<file path="src/rtl/uart_fifo_tx.sv">
// uart_fifo_tx: serial transmit stage fed by a fall-through TX byte FIFO.
// Pops one word whenever the FIFO is non-empty. Each word goes out as a UART frame:
// a start bit, then PAYLOAD_BITS data bits LSB first, then STOP_BITS stop bits.
// The idle line is high.
// Ports:
//   clk            system clock, all logic on posedge
//   reset          synchronous, active-high
//   fifo_empty     upstream FIFO empty flag
//   fifo_read_data FIFO head word, valid while !fifo_empty
//   fifo_read      registered pop request, one-cycle pulse per word
//   tx             registered serial output
//   busy           high while a frame is on the line
module uart_fifo_tx #(
  parameter int unsigned CLK_FREQ     = 100_000_000,
  parameter int unsigned BIT_RATE     = 115200,
  parameter int unsigned PAYLOAD_BITS = 8,
  parameter int unsigned STOP_BITS    = 1
) (
  input  logic                    clk,
  input  logic                    reset,
  input  logic                    fifo_empty,
  input  logic [PAYLOAD_BITS-1:0] fifo_read_data,
  output logic                    fifo_read,
  output logic                    tx,
  output logic                    busy
);

  // Clocks per bit; callers must keep CLK_FREQ/BIT_RATE >= 2
  localparam int unsigned CPB   = CLK_FREQ / BIT_RATE;
  localparam int unsigned CNT_W = $clog2(CPB * STOP_BITS) + 1;
  localparam int unsigned IDX_W = (PAYLOAD_BITS > 1) ? $clog2(PAYLOAD_BITS) : 1;

  localparam logic [CNT_W-1:0] BIT_LAST  = CNT_W'(CPB - 1);
  localparam logic [CNT_W-1:0] STOP_LAST = CNT_W'(CPB * STOP_BITS - 1);
  localparam logic [IDX_W-1:0] IDX_LAST  = IDX_W'(PAYLOAD_BITS - 1);

  typedef enum logic [1:0] {
    IDLE  = 2'd0,
    START = 2'd1,
    DATA  = 2'd2,
    STOP  = 2'd3
  } state_e;

  state_e                  state_q, state_d;
  logic [CNT_W-1:0]        cnt_q, cnt_d;
  logic [IDX_W-1:0]        idx_q, idx_d;
  logic [PAYLOAD_BITS-1:0] shift_q, shift_d;
  logic                    tx_q, tx_d;
  logic                    busy_q, busy_d;
  logic                    rd_q, rd_d;

  // State and datapath registers
  always_ff @(posedge clk) begin
    if (reset) begin
      state_q <= IDLE;
      cnt_q   <= '0;
      idx_q   <= '0;
      shift_q <= '0;
      tx_q    <= 1'b1;
      busy_q  <= 1'b0;
      rd_q    <= 1'b0;
    end else begin
      state_q <= state_d;
      cnt_q   <= cnt_d;
      idx_q   <= idx_d;
      shift_q <= shift_d;
      tx_q    <= tx_d;
      busy_q  <= busy_d;
      rd_q    <= rd_d;
    end
  end

  // Next-state: tx only moves on E0 or a baud-counter terminal count
  always_comb begin
    state_d = state_q;
    cnt_d   = cnt_q;
    idx_d   = idx_q;
    shift_d = shift_q;
    tx_d    = tx_q;
    busy_d  = busy_q;
    rd_d    = 1'b0;

    unique case (state_q)
      IDLE: begin
        // Head is latched now; the pop lands one cycle later
        if (!fifo_empty) begin
          shift_d = fifo_read_data;
          state_d = START;
          tx_d    = 1'b0;
          busy_d  = 1'b1;
          rd_d    = 1'b1;
          cnt_d   = '0;
          idx_d   = '0;
        end
      end
      START: begin
        if (cnt_q == BIT_LAST) begin
          cnt_d   = '0;
          idx_d   = '0;
          tx_d    = shift_q[0];
          state_d = DATA;
        end else begin
          cnt_d = cnt_q + CNT_W'(1);
        end
      end
      DATA: begin
        if (cnt_q == BIT_LAST) begin
          cnt_d = '0;
          if (idx_q == IDX_LAST) begin
            tx_d    = 1'b1;
            state_d = STOP;
          end else begin
            idx_d = idx_q + IDX_W'(1);
            tx_d  = shift_q[idx_q + IDX_W'(1)];
          end
        end else begin
          cnt_d = cnt_q + CNT_W'(1);
        end
      end
      STOP: begin
        if (cnt_q == STOP_LAST) begin
          cnt_d   = '0;
          busy_d  = 1'b0;
          state_d = IDLE;
        end else begin
          cnt_d = cnt_q + CNT_W'(1);
        end
      end
      default: begin
        state_d = IDLE;
      end
    endcase
  end

  assign fifo_read = rd_q;
  assign tx        = tx_q;
  assign busy      = busy_q;

endmodule

</file>
<file path="config.mk">
export PLATFORM = sky130hd
export DESIGN_NAME = uart_fifo_tx
export DESIGN_NICKNAME = d
export VERILOG_FILES = /design/src/rtl/uart_fifo_tx.sv
export SDC_FILE = /design/constraint.sdc
export NUM_CORES = 1
export LEC_CHECK = 0
export ABC_AREA = 1
export ABC_CLOCK_PERIOD_IN_PS = 3400
export CAP_MARGIN = 20
export CORE_MARGIN = 2
export CORE_UTILIZATION = 38
export DETAILED_ROUTE_END_ITERATION = 8
export GPL_TIMING_DRIVEN = 0
export PLACE_DENSITY_LB_ADDON = 0.3
export SLEW_MARGIN = 25
export SYNTH_ARGS = -nofsm -noshare
export SYNTH_HDL_FRONTEND = slang
export SYNTH_SLANG_ARGS = --single-unit
</file>
<file path="constraint.sdc">
create_clock -name clk -period 3.4 [get_ports clk]
set_clock_uncertainty 0.2 [all_clocks]
set_input_delay 0.68 -clock clk [delete_from_list [all_inputs] [get_ports clk]]
set_output_delay 0.68 -clock clk [all_outputs]
set_load 0.01 [all_outputs]
</file>
Word level (Yosys, flattened, before mapping)
Index checks and enable logic that the tools add are counted.

operators by class
  div/mod/pow operators = 0
  reduce and logical (&&, ||, !) cells = 10
  $mul = 0
  add/sub/neg operators = 2
  eq/ne operators = 11
  shifts and indexed selects = 0
  $lt $le $gt $ge = 1
  bitwise logic cells = 2
  multiplexer cells = 25

operators by type and width
  cell                     count
  $mux W11                 2
  $pmux W11 S2             1
  $mux W3                  4
  $ne A2 B2 Y1 const B     6
  $add A11 B1 Y11 const B  1
  $eq A11 B10 Y1 const B   1
  $mux W2                  5
  $reduce_and A5 Y1        2
  $pmux W3 S3              1
  $mux W1                  8
  $pmux W2 S4              1
  $eq A2 B2 Y1 const B     2
  $lt A3 B4 Y1 const B     1
  $reduce_and A4 Y1        1
  $add A3 B1 Y3 const B    1
  $bmux W1 S3              1
  $eq A3 B3 Y1 const B     1
  $pmux W1 S3              1
  $reduce_and A3 Y1        1
  $reduce_bool A3 Y1       1
  $reduce_or A3 Y1         1
  $eq A2 B1 Y1 const B     1
  $logic_not A2 Y1         1
  $not A1 Y1               2
  4 further kinds          4

word-level totals
  bits of input ports = 11
  output and inout port bits = 3
  memories kept = 0
  latch bits = 0
  memory bits (read-only) = 0
  register bits = 27
  logic and storage cells = 58
  memory bits (writable) = 0

Longest topological paths before layout
  word-level depth = 6
  gate-level depth with buffers = 10
  mapped depth without buffers = 10

Least setup slack after synthesis
OpenSTA, ideal clock, no wires.

  kind = register to register
  start point = reg state_q[0]
  end point = reg tx_q, in the netlist tx
  cell stages (with the launch flop) = 8
  path slack = 1779 ps
  required time = 3085 ps
  clock period less this slack = 1621 ps
  library setup time = 115 ps
  arrival = 1306 ps
  buffers on the path = 0
  cells stage by stage = dfxtp_1 > inv_1 > ha_1 > or2_2 > nand2_4 > nand2_1 > a21oi_1 > nand2_1

on the way
  cells in the longest elaborated chain, start to end = 3
  elaborated cells on any way between the ends = 9
  those cells by class = eq/ne (5); mux (1); reduce/logical (3)

RTL lines
  element                                                                     RTL line  source
  from (decl)                                                                 44        state_e state_q, state_d;
  from (signal assigned)                                                      63        state_q <= state_d;
  $eq A2 B1 Y1 (tied with other cells)                                        83        unique case (state_q)
  $ne A2 B2 Y1 (no source line) / $reduce_bool A3 Y1 (equally long branches)  --
  $reduce_and A4 Y1 (no source line)                                          --
  to (signal assigned)                                                        67        tx_q <= tx_d;
  to (decl)                                                                   48        logic tx_q, tx_d;

Several ways; a longest one is shown, not always the timed one.
A chain may end at the register's enable or synchronous reset.

Worst setup path after layout
  start point = reg busy_q, in the netlist busy
  end point = out busy

RTL lines
  element                 RTL line  source
  from (decl)             49        logic busy_q, busy_d;
  from (signal assigned)  68        busy_q <= busy_d;
  to (decl)               25        output logic busy

No word-level cell between the ends.

==> impl_metrics.toml <==
[timing]
rsz0062_at_grt = "false"
fin_setup_tns_ns = 0
hold_slack_ns = 0.272
slew_viol_final = 0
fmax_mhz = 491
finalSetupViolCount = 0
slew_headroom_pct = 75.7
setup_ws_ns = 1.36
fin_crit_sh_pct = 59.9
hold_viol = 0
worstMarginPinSlew_ns = 0.363
period_needed_ns = 2.04

[floorplanning]
pin_count = 14
start_util_pct = 40.2
dieHeight_um = 66.9
core_area_um2 = 3740
rows = 22
fp.dieW_um = 66.9
die_area_um2 = 4480

[setup_path]
cp_slowest_stage_delay_ns = 0.54
required_ns = 2.52
crit_buf_inv = 1
cp_top_family = "buffers and inverters"
worst_path_max_delay_cell = "clkdlybuf4s50_1"
worstPathArrival_ns = 1.16
crit_type = "reg -> out"
crit_path_start_kind = "register"
crit_chain = "clkdlybuf4s50_1"
r2r_slack_ns = 1.62
critPathMaxFanout = 2
critPathCaptureType = "primary output"

[clock_tree]
cts_hold_buf = 0
ctsHtreeMaxLevel = 1
cts_tree = "done"
insertion_delay_ns = 0.28
clock-sinks = 27
cts_resized = 0
cts_root_buf = "clkbuf_8"
post_cts_buffers = 0
clockBufferDepth = 2
clk_pin_slew_ns = 0.10
cts_buffers = 3

[finish]
diodes = 0
area_growth_pct = 15.7
layout-drive-gt1-share_pct = 14.7
final_cells = 273
mostFrequentLayoutCells = "nand2_1, nor2_1, dfxtp_1"
fin_area_um2 = 1740
layout_commonest_cell = "nand2_1"
nets = 245

[place]
dp_slack_ns = 1.10
placed_cells = 269
gp_congestion = 0.771
dpl_cell_area_um2 = 1700
io_buffers = 13
place_hpwl_um = 2180

[synth]
ys_types = 25
syn-num-nets = 227
ys_warn_count = 0
netlist_area_um2 = 1510
ys_seq_area_share_pct = 35.9
synth_cells = 208
syn_area_per_cell_um2 = 7.24
synth-seq-cells = 27

[route]
postRouteAntennaNets = 0
drc_errors = 0
wire_per_inst_um = 10.3
drtIter0Drc = 42
vias = 1262
vias_per_cell = 4.62
wl_um = 2820
first_pass_iters = 4

[global_routing]
antenna_found_initial = 0
grtUsageTotal_pct = 14.7
grt_pass1_wl_um = 5060
grt-ovfl-total = 0
grt_pass1_vias = 1212
grt_max_degree = 16

[power_and_ir_drop]
ir_worst_vdd_mv = 0.457
p_leak_nw = 0.776
p_per_area_nw_per_um2 = 657

[job]
maxCapViolCount = 0

[worst_hold_path]
min_path_type = "reg -> reg"

[outcome]
status = "completed"
==> sequential cells by signal, indices dropped and copies added (netlist names) <==
signal     cells
busy           1
cnt_q         11
fifo_read      1
idx_q          3
shift_q        8
state_q        2
tx             1
==> layout make-up <==
class | count | area, um^2
clock inverters | 1 | 5.00
well taps | 48 | 60.1
plain buffers | 2 | 25.0
clock buffers | 3 | 41.3
flip-flops and latches | 27 | 541
repair buffers | 13 | 130
fillers | 396 | 2000
multi-input cells | 153 | 840
inverters | 26 | 100
==> worst reg2reg max path, cell delays in order (launching register included) <==
cell     delay [ns]
dfxtp_1        0.37
inv_1          0.10
ha_1           0.27
nand2_4        0.13
inv_4          0.05
buf_12         0.14
nor2_4         0.13
nand4_2        0.09
nor2_1         0.14
nor3b_2        0.06
==> Yosys cell counts, drive strengths merged <==
| library cell | count | area (um^2) |
|---|---|---|
| nand2 | 51 | 219 |
| nor2 | 45 | 204 |
| dfxtp | 27 | 541 |
| inv | 26 | 100 |
| nand3 | 16 | 95.1 |
| ha | 8 | 100 |
| o21ai | 8 | 40.0 |
| a21oi | 6 | 30.0 |
| nand4 | 5 | 37.5 |
| nor3 | 5 | 25.0 |
| nor3b | 4 | 50.1 |
| buf | 2 | 25.0 |
| xnor2 | 2 | 17.5 |
| nand3b | 1 | 7.51 |
| o211ai | 1 | 7.51 |
| or2 | 1 | 6.26 |
==> stage by stage <==
stage / util [%] / power, mW
finish: 46.5 / 1.14
global placement: 45.3 / 0.964
floorplan: - / 0.845
CTS: 46.5 / 1.16
global route: 46.5 / 1.25
detailed placement: 45.3 / 0.971
==> cells by family (layout without fill, tap and decap cells) <==
logic type	count (synthesis)	count (layout)	share of synthesized area [%]
and+or+nand+nor	128	128	42.8
buffers and inverters	28	45	8.31
DFF	27	27	35.9
AOI/OAI and AO/OA	15	15	5.15
adders and majority gates	8	8	6.65
xor gates and xnor gates	2	2	1.16
==> metal layers <==
layer / share of wire [%] / vias up / GRT usage (%)
li1: - / 690 / -
met1: 51 / 560 / 19.0
met2: 46 / 7 / 24.5
met3: 1.6 / 5 / 2.03
met4: 1.6 / 0 / 6.12
met5: 0 / - / 0
==> power breakdown <==
part | switching (mW) | total (mW) | internal, mW
clock | 0.102 | 0.184 | 0.0822
combinational | 0.331 | 0.544 | 0.213
sequential | 0.0402 | 0.416 | 0.376
==> final timing paths <==
kind,start,endpoint,depth (start not counted)
worst min-delay path,idx_q[1]$_SDFFE_PP0P_,idx_q[1]$_SDFFE_PP0P_,2
worst min register to register,idx_q[1]$_SDFFE_PP0P_,idx_q[1]$_SDFFE_PP0P_,2
worst max register to register,state_q[0]$_SDFFE_PP0P_,cnt_q[10]$_SDFFE_PP0P_,9
worst max-delay path,busy$_SDFFE_PP0P_,busy,1
Power figures use the tool's default switching activity.
